`src/rtl/force_pkg.sv`:
```
// Shared definitions for the force measurement chain: ADC controller,
// sample averager and UART framer all import this package.
package force_pkg;

    // Default ADC sample width and averaging window (N = 2**LOG2_N samples)
    localparam int DEF_DATA_W = 16;
    localparam int DEF_LOG2_N = 4;

    // Accumulator width sized so a full window of maximum samples cannot overflow
    localparam int ACC_W = DEF_DATA_W + DEF_LOG2_N;

    // Any sample at or above this code marks its window as overloaded
    localparam logic [DEF_DATA_W-1:0] DEF_OVL_THRESH = 16'hFFF0;

    // Tare capture sequencing
    typedef enum logic [1:0] {
        IDLE = 2'd0,
        PEND = 2'd1,
        CAPT = 2'd2
    } tare_state_t;

endpackage

```
`src/rtl/force_sample_avg_if.sv`:
```
// Sample input strobe and result valid/ready channel of the force averager.
// The averager takes the slave side; whoever feeds samples and drains
// results takes the master side.
interface force_sample_avg_if #(
    parameter int DATA_W = force_pkg::DEF_DATA_W
);
    logic              s_valid;
    logic [DATA_W-1:0] s_data;
    logic              m_valid;
    logic              m_ready;
    logic [DATA_W:0]   m_data;
    logic              m_ovl;

    modport slave (
        input  s_valid,
        input  s_data,
        input  m_ready,
        output m_valid,
        output m_data,
        output m_ovl
    );

    modport master (
        output s_valid,
        output s_data,
        output m_ready,
        input  m_valid,
        input  m_data,
        input  m_ovl
    );
endinterface

```
`src/rtl/force_sample_avg_window_accum.sv`:
```
// Fixed-window accumulator: sums 2**LOG2_N samples, tracks overload across
// the window and emits the truncated mean as a one-cycle registered pulse.
// The window restarts with no gap, so back-to-back samples are never lost.
module window_accum
    import force_pkg::*;
#(
    parameter int                DATA_W     = DEF_DATA_W,
    parameter int                LOG2_N     = DEF_LOG2_N,
    parameter logic [DATA_W-1:0] OVL_THRESH = DEF_OVL_THRESH
) (
    input  logic              clk,
    input  logic              rst,
    input  logic              s_valid,
    input  logic [DATA_W-1:0] s_data,
    output logic              cnt_zero,
    output logic              win_done,
    output logic [DATA_W-1:0] win_mean,
    output logic              win_ovl
);

    localparam int SUM_W = DATA_W + LOG2_N;

    logic [SUM_W-1:0]  acc;
    logic [SUM_W-1:0]  acc_next;
    logic [LOG2_N-1:0] cnt;
    logic              ovl;
    logic              ovl_next;

    // Running sum and overload OR including the sample presented this cycle
    always_comb begin
        acc_next = acc + SUM_W'(s_data);
        ovl_next = ovl | (s_data >= OVL_THRESH);
    end

    // Accumulate samples; on the last one of a window register the mean and restart
    always_ff @(posedge clk) begin
        if (rst) begin
            acc      <= '0;
            cnt      <= '0;
            ovl      <= 1'b0;
            win_done <= 1'b0;
            win_mean <= '0;
            win_ovl  <= 1'b0;
        end else begin
            win_done <= 1'b0;
            if (s_valid) begin
                if (&cnt) begin
                    win_done <= 1'b1;
                    win_mean <= acc_next[SUM_W-1:LOG2_N];
                    win_ovl  <= ovl_next;
                    acc      <= '0;
                    cnt      <= '0;
                    ovl      <= 1'b0;
                end else begin
                    acc <= acc_next;
                    cnt <= cnt + 1'b1;
                    ovl <= ovl_next;
                end
            end
        end
    end

    assign cnt_zero = (cnt == '0);

endmodule

```
`src/rtl/force_sample_avg.sv`:
```
// Force sample averager: windows ADC results, subtracts a captured tare
// offset and offers a signed force value on a valid/ready channel. Results
// arriving while the previous one is still unaccepted are dropped and counted.
module force_sample_avg
    import force_pkg::*;
#(
    parameter int                DATA_W     = DEF_DATA_W,
    parameter int                LOG2_N     = DEF_LOG2_N,
    parameter logic [DATA_W-1:0] OVL_THRESH = DEF_OVL_THRESH
) (
    input  logic                    clk,
    input  logic                    rst,
    force_sample_avg_if.slave       bus,
    input  logic                    tare_req,
    output logic                    tare_busy,
    output logic [7:0]              drop_cnt
);

    logic              cnt_zero;
    logic              win_done;
    logic [DATA_W-1:0] win_mean;
    logic              win_ovl;

    tare_state_t       state;
    tare_state_t       state_next;
    logic [DATA_W-1:0] tare;

    logic              new_result;
    logic [DATA_W:0]   result_data;

    logic              out_valid;
    logic [DATA_W:0]   out_data;
    logic              out_ovl;

    window_accum #(
        .DATA_W     (DATA_W),
        .LOG2_N     (LOG2_N),
        .OVL_THRESH (OVL_THRESH)
    ) u_window_accum (
        .clk      (clk),
        .rst      (rst),
        .s_valid  (bus.s_valid),
        .s_data   (bus.s_data),
        .cnt_zero (cnt_zero),
        .win_done (win_done),
        .win_mean (win_mean),
        .win_ovl  (win_ovl)
    );

    // Tare state register
    always_ff @(posedge clk) begin
        if (rst) begin
            state <= IDLE;
        end else begin
            state <= state_next;
        end
    end

    // Tare sequencing: wait for a clean window start, then swallow one window as tare
    always_comb begin
        state_next = state;
        case (state)
            IDLE: begin
                if (tare_req) begin
                    state_next = PEND;
                end
            end
            PEND: begin
                if (cnt_zero) begin
                    state_next = CAPT;
                end
            end
            CAPT: begin
                if (win_done) begin
                    state_next = IDLE;
                end
            end
            default: begin
                state_next = IDLE;
            end
        endcase
    end

    assign tare_busy   = (state != IDLE);
    assign new_result  = win_done && (state != CAPT);
    assign result_data = {1'b0, win_mean} - {1'b0, tare};

    // Tare register takes the mean of the captured window
    always_ff @(posedge clk) begin
        if (rst) begin
            tare <= '0;
        end else if ((state == CAPT) && win_done) begin
            tare <= win_mean;
        end
    end

    // Output holding register: load when free or being drained, otherwise drop and count
    always_ff @(posedge clk) begin
        if (rst) begin
            out_valid <= 1'b0;
            out_data  <= '0;
            out_ovl   <= 1'b0;
            drop_cnt  <= '0;
        end else if (new_result) begin
            if (!out_valid || bus.m_ready) begin
                out_valid <= 1'b1;
                out_data  <= result_data;
                out_ovl   <= win_ovl;
            end else if (drop_cnt != 8'hFF) begin
                drop_cnt <= drop_cnt + 8'd1;
            end
        end else if (out_valid && bus.m_ready) begin
            out_valid <= 1'b0;
        end
    end

    assign bus.m_valid = out_valid;
    assign bus.m_data  = out_data;
    assign bus.m_ovl   = out_ovl;

endmodule

```
`src/flat_wrapper.sv`:
```
// flat-port wrapper written by rule: the top's interface ports become plain ports
module force_sample_avg_flat import force_pkg::*;
#(
    parameter int                DATA_W     = DEF_DATA_W,
    parameter int                LOG2_N     = DEF_LOG2_N,
    parameter logic [DATA_W-1:0] OVL_THRESH = DEF_OVL_THRESH
)
  (clk, rst, tare_req, tare_busy, drop_cnt, bus_s_valid, bus_s_data, bus_m_ready, bus_m_valid, bus_m_data, bus_m_ovl);
  force_sample_avg_if #(.DATA_W(DATA_W)) bus_i ();
  input  logic clk;
  input  logic rst;
  input  logic tare_req;
  output logic tare_busy;
  output logic [7:0] drop_cnt;
  input wire logic [$bits(bus_i.s_valid)-1:0] bus_s_valid;
  input wire logic [$bits(bus_i.s_data)-1:0] bus_s_data;
  input wire logic [$bits(bus_i.m_ready)-1:0] bus_m_ready;
  output wire logic [$bits(bus_i.m_valid)-1:0] bus_m_valid;
  output wire logic [$bits(bus_i.m_data)-1:0] bus_m_data;
  output wire logic [$bits(bus_i.m_ovl)-1:0] bus_m_ovl;
  assign bus_i.s_valid = bus_s_valid;
  assign bus_i.s_data = bus_s_data;
  assign bus_i.m_ready = bus_m_ready;
  assign bus_m_valid = bus_i.m_valid;
  assign bus_m_data = bus_i.m_data;
  assign bus_m_ovl = bus_i.m_ovl;
  force_sample_avg #(.DATA_W(DATA_W), .LOG2_N(LOG2_N), .OVL_THRESH(OVL_THRESH)) u_core (.clk(clk), .rst(rst), .bus(bus_i), .tare_req(tare_req), .tare_busy(tare_busy), .drop_cnt(drop_cnt));
endmodule
```
`config.mk`:
```
export PLATFORM = sky130hd
export DESIGN_NAME = force_sample_avg_flat
export DESIGN_NICKNAME = d
export VERILOG_FILES = /design/src/rtl/force_pkg.sv /design/src/rtl/force_sample_avg_if.sv /design/src/rtl/force_sample_avg_window_accum.sv /design/src/rtl/force_sample_avg.sv /design/src/flat_wrapper.sv
export SDC_FILE = /design/constraint.sdc
export NUM_CORES = 1
export LEC_CHECK = 0
export ABC_AREA = 1
export CAP_MARGIN = 5
export CORE_MARGIN = 1.5
export CORE_UTILIZATION = 50
export DETAILED_ROUTE_END_ITERATION = 8
export PLACE_DENSITY = 0.77
export SLEW_MARGIN = 20
export SYNTH_ARGS = -nofsm -noshare
export SYNTH_HDL_FRONTEND = slang
export SYNTH_HIERARCHICAL = 1
export SYNTH_SLANG_ARGS = --single-unit
export TNS_END_PERCENT = 30
```
`constraint.sdc`:
```
create_clock -name clk -period 3.3 [get_ports clk]
set_input_delay 0.825 -clock clk [delete_from_list [all_inputs] [get_ports clk]]
set_output_delay 0.825 -clock clk [all_outputs]
set_load 0.02 [all_outputs]
```
-- Word level (Yosys, flattened, before mapping)
Index checks and enable logic that the tools add are counted.
- register bits: 88
- input bits: 21
- output and inout bits: 28
- logic and storage cells: 55
- $add $sub $neg: 4
- $lt $le $gt $ge: 1
- equal/unequal tests: 8
- muxes and demuxes: 11
- bitwise logic cells: 3
- reductions and logical operators: 16
- operators with widths (cell ; count):
    $add A20 B16 Y20 ; 1
    $mux W20 ; 1
    $sub A16 B16 Y17 ; 1
    $ge A16 B16 Y1 const B ; 1
    $add A8 B1 Y8 const B ; 1
    $ne A2 B2 Y1 const B ; 4
    $ne A8 B8 Y1 const B ; 1
    $mux W2 ; 3
    $pmux W2 S3 ; 1
    $reduce_and A3 Y1 ; 2
    $mux W1 ; 5
    $reduce_and A5 Y1 ; 1
    $add A4 B1 Y4 const B ; 1
    $logic_not A4 Y1 ; 1
    $mux W4 ; 1
    $reduce_and A2 Y1 ; 2
    $reduce_and A4 Y1 ; 1
    $reduce_bool A2 Y1 ; 2
    $logic_and A1 B1 Y1 ; 3
    $eq A2 B1 Y1 const B ; 1
    $eq A2 B2 Y1 const B ; 1
    $logic_not A2 Y1 ; 1
    $ne A2 B1 Y1 const B ; 1
    $not A1 Y1 ; 2
    4 further kinds ; 4

-- Depth between registers and ports, before layout
Gate-level depths: netlist of run 1.
- word-level depth: 4
- depth in mapped cells: 15
- mapped depth without buffers: 15

-- Hierarchy
The synthesis of run 1 kept the hierarchy.
- by module, submodules not included (module ; instances ; cells an instance ; area each (µm²) ; sequential area each (µm²)):
    window_accum ; 1 ; 443 ; 2796.4 ; 860.8
    force_sample_avg ; 1 ; 427 ; 2786.4 ; 900.9

-- Least setup slack after synthesis of run 1
OpenSTA, ideal clock, no wires.
- kind: in2reg
- start point: input port bus_s_data[0]
- end point: register u_core.u_window_accum.win_mean[12]
- library setup time: 0.109 ns
- arrival time: 2.171 ns
- data required time: 3.191 ns
- slack: 1.020 ns
- stages: 15
- buffers on the path: 0
- path through: ha_1 inv_1 fa_1 inv_1 nand3_1 nand3_1 nand2_1 nand2_1 nand2_1 nand2_1 nand2_1 nand2_1 nand2_1 nand2_1 inv_1
- word-level cells in the longest chain between the ends: 1
- RTL lines (what ; RTL line ; source):
    start: declaration ; flat_wrapper.sv:16 ; input wire logic [$bits(bus_i.s_data)-1:0] bus_s_data;
    $add A20 B16 Y20 ; force_sample_avg_window_accum.sv:31 ; acc_next = acc + SUM_W'(s_data);
    end signal: assignment ; force_sample_avg_window_accum.sv:49 ; win_mean <= acc_next[SUM_W-1:LOG2_N];
    end: declaration ; force_sample_avg_window_accum.sv:17 ; output logic [DATA_W-1:0] win_mean,
Every way passes these cells.
A chain may end at the register's enable or synchronous reset.

-- Final worst setup path of run 1
- start point: input port bus_s_data[0]
- end point: register u_core.u_window_accum.win_mean[8]
The elaborated chain is that of the path after synthesis.

==> impl_metrics.json, run 1 <==
{
  "status": "finished, final reports clean",
  "row_count": 38,
  "critPathLaunchType": "input pin",
  "nets": 970,
  "synth_seq_cells": 88,
  "synthDistinctLibCells": 45,
  "p_leak_nw": 3.17,
  "dp_hpwl_um": 8720,
  "rsz0062_at_grt": "no",
  "setup_viol": 0,
  "grtUsageTotal_pct": 21.2,
  "fin_cells": 1057,
  "die_x_um": 109,
  "synthTopCellsByArea": "dfxtp_1 (32%), nand2_1 (16%), inv_1 (9.1%)",
  "viasPerCell": 4.86,
  "vias": 5135,
  "stdcell_area_mm2": 0.00643,
  "ir_drop_uv": 330,
  "first_global_vias": 4669,
  "period_share_pct": 78.3,
  "die-area_mm2": 0.0118,
  "min_path_type": "register to register",
  "layout_min_cycle_time_ns": 2.58,
  "cpMostUsedCell": "nand2_1",
  "yosys_warnings": 6,
  "fmaxAchievable_mhz": 387,
  "drtIter0Drc": 316,
  "hold_buffers": 0,
  "slew_viol_final": 0,
  "crit_slowest_cell": "clkdlybuf4s50_1",
  "crit_type": "input pin to register",
  "tightest_slew_ns": 0.569,
  "synth.most_common_cell": "nand2_1",
  "grtUsageMet2_pct": 36.7,
  "cts-htree-levels": 3,
  "first_pass_iters": 5,
  "ys_seq_area_share_pct": 31.6,
  "start_util_pct": 51.5,
  "wirelength_um": 11700,
  "synthCells": 870,
  "pin_count": 49,
  "powerDensity_mw_per_mm2": 395,
  "core_area_mm2": 0.0108,
  "cts_tree": "built",
  "drive_above_1_share_pct": 6.32,
  "wl_per_cell_um": 11.1,
  "post_cts_buffers": 0,
  "cp.buffers_inverters": 4,
  "ant_nets": 0,
  "grt_max_degree": 53,
  "drc_errors": 0,
  "clock-root-buffer": "clkbuf_8",
  "cp.arrival_ns": 2.86,
  "clockBufferDepth": 2,
  "netlist.area_leader.share_pct": 31.6,
  "mappedNetlistNets": 928,
  "cts.sink_count": 88,
  "synthArstFlopShare_pct": 0,
  "use_met3_pct": 5.02,
  "worstPathRequired_ns": 3.57,
  "drv_cap": 0,
  "worstPathCellList": "clkdlybuf4s50_1, ha_1, inv_1, fa_1, inv_1, nand3_1, nand3_1, nand2_1, nand2_1, nand2_1, nand2_1, nand2_1, nand2_1, nand2_1, nand2_1, inv_1",
  "gp_congestion": 0.870,
  "grt_pass1_wl_um": 20100,
  "met1_usage_pct": 26.2,
  "avgSynthCellArea_um2": 6.42,
  "die_h_um": 109,
  "port_buffers": 48,
  "dpl_cell_area_mm2": 0.00615,
  "slew_headroom_pct": 62.0,
  "hold_viol": 0,
  "cts_made_buffers": 9,
  "area_growth_syn_to_layout_pct": 15.2,
  "synth_ff_type": "dfxtp_1",
  "critical_path.max_stage_delay_ns": 0.46,
  "overflow": 0,
  "cts-resized-gates": 0,
  "cp_top_family": "simple AND/OR/NAND/NOR gates",
  "synth_area_leader_cell": "dfxtp_1",
  "dpl.cell_count": 1041,
  "tns_ns": 0,
  "worst_setup_hold_path_clk_slew_ns": 0.09,
  "top_usage_layer": "met2",
  "clock_skew_ns": 0.0146,
  "diodes": 0,
  "critPathMaxFanout": 3,
  "syn-cell-area_mm2": 0.00558,
  "insertion_delay_ns": 0.38,
  "end_kind": "register",
  "antenna_found_initial": 0,
  "synth-edff-count": 0,
  "yosys-top-cells-count": "nand2_1 (242), inv_1 (136), dfxtp_1 (88)"
}
==> path summary, 6_finish.rpt <==
check	startpoint	to	slack, ns	cells after the start
worst max-delay path	bus_s_data[0]	u_core/u_window_accum/win_mean[8]$_SDFFE_PP0P_	0.72	16
worst min-delay path	u_core/tare[10]$_SDFFE_PP0P_	u_core/tare[10]$_SDFFE_PP0P_	0.46	2
worst max register to register	u_core/u_window_accum/acc[0]$_SDFFE_PP0P_	u_core/u_window_accum/win_mean[8]$_SDFFE_PP0P_	1.29	15
worst min register to register	u_core/tare[10]$_SDFFE_PP0P_	u_core/tare[10]$_SDFFE_PP0P_	0.46	2
==> routing by layer <==
layer,vias up,wire (µm)
li1,2820,-
met1,2229,5660
met2,77,5480
met3,9,436
met4,0,126
met5,-,0
==> power by group <==
group	internal [mW]	switching, mW
clock	0.590	0.419
sequential	1.09	0.0202
combinational	0.156	0.261
total	1.84	0.701
==> cell families (layout without fill, tap and decap cells) <==
| group | count (synthesis) | after routing | share of synthesized area [%] |
|---|---|---|---|
| AO/OA/AOI/OAI | 135 | 135 | 13.4 |
| AND/OR/NAND/NOR | 422 | 422 | 31.8 |
| buffers and inverters | 173 | 220 | 12.3 |
| flip-flops | 88 | 88 | 31.6 |
| XOR/XNOR | 15 | 15 | 2.35 |
| adder cells (fa/ha/maj) | 37 | 37 | 8.56 |
==> final cells by class <==
class                      instances  area, µm²
timing repair buffer              53        513
clock inverter                     7        149
multi-input combinational        609       3140
inverter                         151        571
clock buffer                       9        124
fill                            1055       4410
sequential                        88       1760
tap                              140        175
==> worst min-delay path, cell delays in order, from the launching register on <==
cell and delay [ns]:
dfxtp_1 0.30, inv_1 0.06, a21oi_1 0.05
==> sequential cells by signal (all words and copies together), names as in the netlist <==
name / count
u_core/state: 2
u_core/u_window_accum/acc: 20
u_core/tare: 16
u_core/bus.m_data: 17
u_core/drop_cnt: 8
u_core/bus.m_ovl: 1
u_core/u_window_accum/ovl: 1
u_core/bus.m_valid: 1
u_core/u_window_accum/win_done: 1
u_core/u_window_accum/cnt: 4
u_core/u_window_accum/win_ovl: 1
u_core/u_window_accum/win_mean: 16
==> layout by cell type, fill, tap and decap left out, types with 2 or more instances in the layout <==
master and count:
o21bai_1 3, a21oi_2 2, nand2_2 8, nor2_1 84, ha_1 35, inv_6 2, a22oi_1 2, nand4_1 9
and2_1 2, o21ai_0 18, nand3_2 3, nor2_2 4, a211oi_1 3, a21oi_1 68, bufinv_16 4, nand2_1 242
inv_2 12, dfxtp_1 88, clkbuf_8 9, inv_1 136, fa_1 2, o211ai_1 3, o21ai_1 23, o21a_1 8
xnor2_1 6, buf_4 5, nand3_1 55, clkdlybuf4s50_1 47, xor2_1 9, a31oi_1 2, nor3_1 8
==> stage by stage <==
stage	setup WS (ns)	hold slack, ns	util [%]	total power, mW
detailed placement	0.342	0.443	56.8	1.55
CTS	0.739	0.459	59.3	2.56
global placement	0.396	0.438	56.8	1.54
floorplan	1.02	0.428	-	1.44
finish	0.716	0.460	59.3	2.54
global route	0.528	0.480	59.3	2.66
Note: power is estimated with default switching activity, not from simulation.
==> run 2: changes to the inputs <==
==> constraint.sdc (replaced) <==
create_clock -name clk -period 2.6 [get_ports clk]
set_input_delay 0.65 -clock clk [delete_from_list [all_inputs] [get_ports clk]]
set_output_delay 0.65 -clock clk [all_outputs]
set_load 0.02 [all_outputs]
==> run 2 against run 1 <==
- sequential power grew 27%
- via count grew 0.76%
- total power grew 12%
- sequential cell count is the same
- global-route usage shrank 0.17 points
- combinational power grew 28%
- register-to-register slack lost 0.60 ns
- routed wire length shrank 1.7%
- cell count grew 0.19%
- critical endpoint unchanged
- highest routed layer unchanged
==> impl_metrics.json, run 2 (synthesis gave the netlist of run 1 again) <==
{
  "clock_skew_ns": 0.00874,
  "status": "finished, final reports clean",
  "slew_headroom_pct": 62.5,
  "grtUsageTotal_pct": 21.0,
  "grt_pass1_wl_um": 19900,
  "design_power_total_mw": 2.83,
  "min_path_type": "register to register",
  "die-area_mm2": 0.0118,
  "p_leak_nw": 3.16,
  "tns_ns": 0,
  "antenna_found_initial": 0,
  "cts-htree-levels": 3,
  "cp.arrival_ns": 2.58,
  "critPathMaxFanout": 3,
  "diodes": 0,
  "largest-register": "u_core/u_window_accum/acc",
  "cts_made_buffers": 9,
  "area_growth_syn_to_layout_pct": 14.2,
  "wl_per_cell_um": 10.9,
  "pin_count": 49,
  "largest_reg_flops": 20,
  "setup_viol": 0,
  "slew_viol_final": 0,
  "end_kind": "register",
  "ir_drop_uv": 263,
  "rsz0062_at_grt": "no",
  "die_h_um": 109,
  "nets": 976,
  "worstPathRequired_ns": 2.88,
  "drtIter0Drc": 263,
  "fmaxAchievable_mhz": 435,
  "drive_above_1_share_pct": 6.31,
  "critPathLaunchType": "input pin",
  "first_pass_iters": 4,
  "cts.sink_count": 88,
  "vias": 5174,
  "insertion_delay_ns": 0.37,
  "powerDensity_mw_per_mm2": 444,
  "final_cell_mix": "nand2_1 (242), inv_1 (136), dfxtp_1 (88), nor2_1 (84), a21oi_1 (68)",
  "worst_setup_hold_path_clk_slew_ns": 0.08,
  "grt_max_degree": 53,
  "drv_cap": 0,
  "post_cts_buffers": 0,
  "cts_tree": "built",
  "clockBufferDepth": 2,
  "viasPerCell": 4.89,
  "area.sequential_mm2": 0.00176,
  "dpl.cell_count": 1047,
  "cts-resized-gates": 0,
  "gp_congestion": 0.867,
  "layout_min_cycle_time_ns": 2.30,
  "nFillCells": 1084,
  "die_x_um": 109,
  "hold_buffers": 0,
  "drc_errors": 0,
  "row_count": 38,
  "tightest_slew_ns": 0.561,
  "final_common_cell": "nand2_1",
  "period_share_pct": 88.4,
  "wirelength_um": 11500,
  "core_area_mm2": 0.0108,
  "hold_viol": 0,
  "start_util_pct": 51.5,
  "overflow": 0,
  "fin_cells": 1059,
  "crit_type": "input pin to register",
  "dp_hpwl_um": 8840,
  "first_global_vias": 4599,
  "multi_input_area_mm2": 0.00313,
  "port_buffers": 48,
  "clock-root-buffer": "clkbuf_8",
  "ant_nets": 0
}
==> run 2: critical path: stages <==
cell and delay, ns:
clkdlybuf4s50_1 0.46, ha_1 0.16, inv_1 0.05, fa_1 0.41, inv_1 0.09, nand3_1 0.06, nand3_1 0.09, nand2_1 0.06
nand2_1 0.12, nand2_1 0.09, nand2_1 0.06, nand2_1 0.06, nand2_1 0.06, nand2_1 0.05, nand2_1 0.06, inv_1 0.04
==> run 2: metrics by stage <==
stage / util, % / setup slack (ns) / hold slack (ns) / cell area, µm²
after floorplan: - / 0.495 / 0.428 / 5580
after global placement: 57.3 / -0.0501 / 0.441 / 6210
after detailed placement: 57.3 / -0.0830 / 0.449 / 6210
after CTS: 58.8 / 0.321 / 0.461 / 6370
after global routing: 58.8 / 0.0926 / 0.479 / 6370
final: 58.8 / 0.302 / 0.460 / 6370
==> run 2: final timing paths <==
| check | startpoint | to | slack (ns) | cells past startpoint |
|---|---|---|---|---|
| worst max register to register | u_core/u_window_accum/acc[0]$_SDFFE_PP0P_ | u_core/u_window_accum/win_mean[8]$_SDFFE_PP0P_ | 0.69 | 15 |
| worst min-delay path | u_core/tare[0]$_SDFFE_PP0P_ | u_core/tare[0]$_SDFFE_PP0P_ | 0.46 | 2 |
| worst max-delay path | bus_s_data[0] | u_core/u_window_accum/win_mean[8]$_SDFFE_PP0P_ | 0.30 | 16 |
| worst min register to register | u_core/tare[0]$_SDFFE_PP0P_ | u_core/tare[0]$_SDFFE_PP0P_ | 0.46 | 2 |
==> run 2: cell type report <==
type / count / area share, %
Sequential cell: 88 / 27.6
Tap cell: 140 / 2.75
Inverter: 151 / 8.95
Timing Repair Buffer: 59 / 8.95
Clock inverter: 2 / 0.550
Multi-Input combinational cell: 609 / 49.2
Clock buffer: 10 / 2.00
==> run 2: power breakdown <==
part           leakage (nW)  internal (mW)  switching [mW]
combinational          2.36          0.203           0.331
sequential            0.713           1.38          0.0254
clock                0.0839          0.422           0.465
==> run 2: routing by layer <==
metal | GRT usage [%] | vias up | part of all wire [%]
li1 | - | 2829 | -
met1 | 26.6 | 2265 | 50
met2 | 35.9 | 66 | 46
met3 | 3.29 | 14 | 3.0
met4 | 8.08 | 0 | 1.7
met5 | 0 | - | 0
==> run 3: changes to the inputs <==
--- a/config.mk
+++ b/config.mk
@@ -6,11 +6,14 @@
 export NUM_CORES = 1
 export LEC_CHECK = 0
 export ABC_AREA = 1
+export ABC_CLOCK_PERIOD_IN_PS = 2600
 export CAP_MARGIN = 5
+export CELL_PAD_IN_SITES_DETAIL_PLACEMENT = 0
+export CELL_PAD_IN_SITES_GLOBAL_PLACEMENT = 1
 export CORE_MARGIN = 1.5
-export CORE_UTILIZATION = 50
+export CORE_UTILIZATION = 41
 export DETAILED_ROUTE_END_ITERATION = 8
-export PLACE_DENSITY = 0.77
+export PLACE_DENSITY = 0.86
 export SLEW_MARGIN = 20
 export SYNTH_ARGS = -nofsm -noshare
 export SYNTH_HDL_FRONTEND = slang
==> run 3 against run 2 <==
- sequential cell count unchanged
- register-to-register slack got worse by 0.07 ns
- via count decreased by 0.50%
- worst hold slack got worse by 0.0074 ns
- non-clock buffer count increased by 4
- routed wire length increased by 9.3%
- count of clock-buffer cells in the layout increased by 1
- final area increased by 3.7%
- clock power increased by 52%
- die area increased by 21%
- sequential power about the same
- critical endpoint is now u_core/u_window_accum/win_mean[12]$_SDFFE_PP0P_
- sequential share of layout area decreased by 1.0 points
==> impl_metrics.json, run 3 (synthesis gave the netlist of run 1 again) <==
{
  "slew_viol_final": 0,
  "drtIter0Drc": 201,
  "drv_cap": 0,
  "final_cell_mix": "nand2_1 (242), inv_1 (136), dfxtp_1 (88), nor2_1 (84), a21oi_1 (68)",
  "drc_errors": 0,
  "antenna_found_initial": 0,
  "area.sequential_mm2": 0.00176,
  "powerDensity_mw_per_mm2": 504,
  "multi_input_area_mm2": 0.00313,
  "swShare_pct": 27.6,
  "worst-r2r-setup-slack_ns": 0.62,
  "row_count": 42,
  "cp_top_family": "simple AND/OR/NAND/NOR gates",
  "hold_viol": 0,
  "pin_count": 49,
  "start_util_pct": 42.2,
  "min_path_type": "register to register",
  "insertion_delay_ns": 0.35,
  "first_pass_iters": 5,
  "clock_skew_ns": 0.00661,
  "worstPathRequired_ns": 2.85,
  "wirelength_um": 12600,
  "clock-root-buffer": "clkbuf_16",
  "design_power_total_mw": 3.33,
  "rr_worst_depth": 11,
  "worstSetupEndpoint": "u_core/u_window_accum/win_mean[12]$_SDFFE_PP0P_",
  "cts-resized-gates": 0,
  "critPathMaxFanout": 3,
  "largest-register": "u_core/u_window_accum/acc",
  "tightest_slew_ns": 0.583,
  "setup_viol": 0,
  "finalCoreUtilization_pct": 49.9,
  "wl_per_cell_um": 11.4,
  "drive_above_1_share_pct": 7.23,
  "dpl_cell_area_mm2": 0.00630,
  "hold_buffers": 0,
  "status": "finished, final reports clean",
  "die_x_um": 120,
  "dp_hpwl_um": 9650,
  "ir_drop_uv": 291,
  "fmaxAchievable_mhz": 423,
  "end_kind": "register",
  "grt_pass1_wl_um": 22100,
  "crit_type": "input pin to register",
  "port_buffers": 48,
  "core_area_mm2": 0.0132,
  "vias": 5148,
  "diodes": 0,
  "cp.arrival_ns": 2.62,
  "final_common_cell": "nand2_1",
  "die-area_mm2": 0.0143,
  "crit_slowest_cell": "clkdlybuf4s50_1",
  "clockBufferDepth": 2,
  "cts_made_buffers": 9,
  "hold_ws_ns": 0.453,
  "viasPerCell": 4.67,
  "nets": 980,
  "internal_power_mw": 2.41,
  "worstSetupStartpoint": "bus_s_data[0]",
  "grt_max_degree": 53,
  "cts_tree": "built",
  "rsz0062_at_grt": "no",
  "worstPathCellList": "clkdlybuf4s50_1, ha_1, inv_1, fa_1, inv_1, nand3_1, nand3_1, nand2_1, nand2_1, nand2_1, nand2_1, nand2_1, nand2_1, nand2_1, nand2_1, inv_1",
  "overflow": 0,
  "ant_nets": 0,
  "first_global_vias": 4893,
  "grtUsageTotal_pct": 19.1,
  "rr_startpoint": "u_core/u_window_accum/win_mean[0]$_SDFFE_PP0P_",
  "p_sw_uw": 918,
  "cts-htree-levels": 3,
  "critical_path.max_stage_delay_ns": 0.46,
  "nFillCells": 1427,
  "seqPwrFrac_pct": 42.4,
  "rr_endpoint": "u_core/bus.m_data[16]$_SDFFE_PP0P_",
  "clock_power_share_pct": 40.6,
  "cp.buffers_inverters": 4,
  "critPathLaunchType": "input pin",
  "cpMostUsedCell": "nand2_1",
  "pwr-share-comb_pct": 17.0,
  "gp_congestion": 0.858,
  "post_cts_buffers": 0,
  "cts.sink_count": 88,
  "area_growth_syn_to_layout_pct": 18.5,
  "slew_headroom_pct": 61.1,
  "layout_min_cycle_time_ns": 2.37,
  "path_depth": 16,
  "worst_setup_hold_path_clk_slew_ns": 0.06,
  "stdcell_area_mm2": 0.00661,
  "largest_reg_flops": 20,
  "die_h_um": 120,
  "period_share_pct": 91.0,
  "p_leak_nw": 3.25
}
==> run 3: cell type report <==
type                    count  area share (%)
multi-input cells         609            47.4
well taps                 176            3.33
flip-flops and latches     88            26.6
inverters                 151            8.63
clock buffers              11            3.82
repair buffers             63            9.27
clock inverters             5           0.927
==> run 3: power groups by stage <==
stage	combinational, mW	sequential (mW)	clock (mW)
floorplan	0.389	1.43	0
global placement	0.568	1.44	0
detailed placement	0.569	1.44	0
CTS	0.570	1.41	1.40
global route	0.648	1.42	1.46
finish	0.566	1.41	1.35
==> run 3: how the worst min path moves through the flow <==
stage	start	endpoint	slack, ns	depth (start not counted)
2_1_floorplan	u_core/tare[0]$_SDFFE_PP0P_	u_core/tare[0]$_SDFFE_PP0P_	0.43	2
3_3_place_gp	u_core/tare[0]$_SDFFE_PP0P_	u_core/tare[0]$_SDFFE_PP0P_	0.44	2
3_5_place_dp	u_core/tare[0]$_SDFFE_PP0P_	u_core/tare[0]$_SDFFE_PP0P_	0.44	2
4_1_cts	u_core/tare[0]$_SDFFE_PP0P_	u_core/tare[0]$_SDFFE_PP0P_	0.45	2
5_1_grt	u_core/tare[8]$_SDFFE_PP0P_	u_core/tare[8]$_SDFFE_PP0P_	0.47	2
6_report	u_core/tare[0]$_SDFFE_PP0P_	u_core/tare[0]$_SDFFE_PP0P_	0.45	2
==> run 3: stage by stage <==
| step | std cells | setup TNS [ns] | worst slack [ns] |
|---|---|---|---|
| 2_1_floorplan | 870 | 0 | 0.495 |
| 3_3_place_gp | 1087 | -0.452 | -0.101 |
| 3_5_place_dp | 1087 | -0.763 | -0.118 |
| 4_1_cts | 1103 | 0 | 0.254 |
| 5_1_grt | 1103 | 0 | 0.0491 |
| 6_report | 1103 | 0 | 0.233 |
==> run 3: worst reg2reg max path, cell delays in order (launching register included) <==
cell and delay, ns:
dfxtp_1 0.40, inv_1 0.07, ha_1 0.23, fa_1 0.40
inv_1 0.11, nand3_1 0.07, nand3_1 0.15, nand2_1 0.07
nand2_1 0.11, nand3_1 0.09, nand3_1 0.08, a21oi_1 0.06
==> run 3: routing by layer <==
| layer | track usage [%] | part of all wire [%] | vias up |
|---|---|---|---|
| met2 | 32.9 | 47 | 73 |
| li1 | - | - | 2839 |
| met3 | 4.13 | 3.0 | 15 |
| met5 | 0 | 0 | - |
| met4 | 5.95 | 1.9 | 0 |
| met1 | 23.7 | 48 | 2221 |
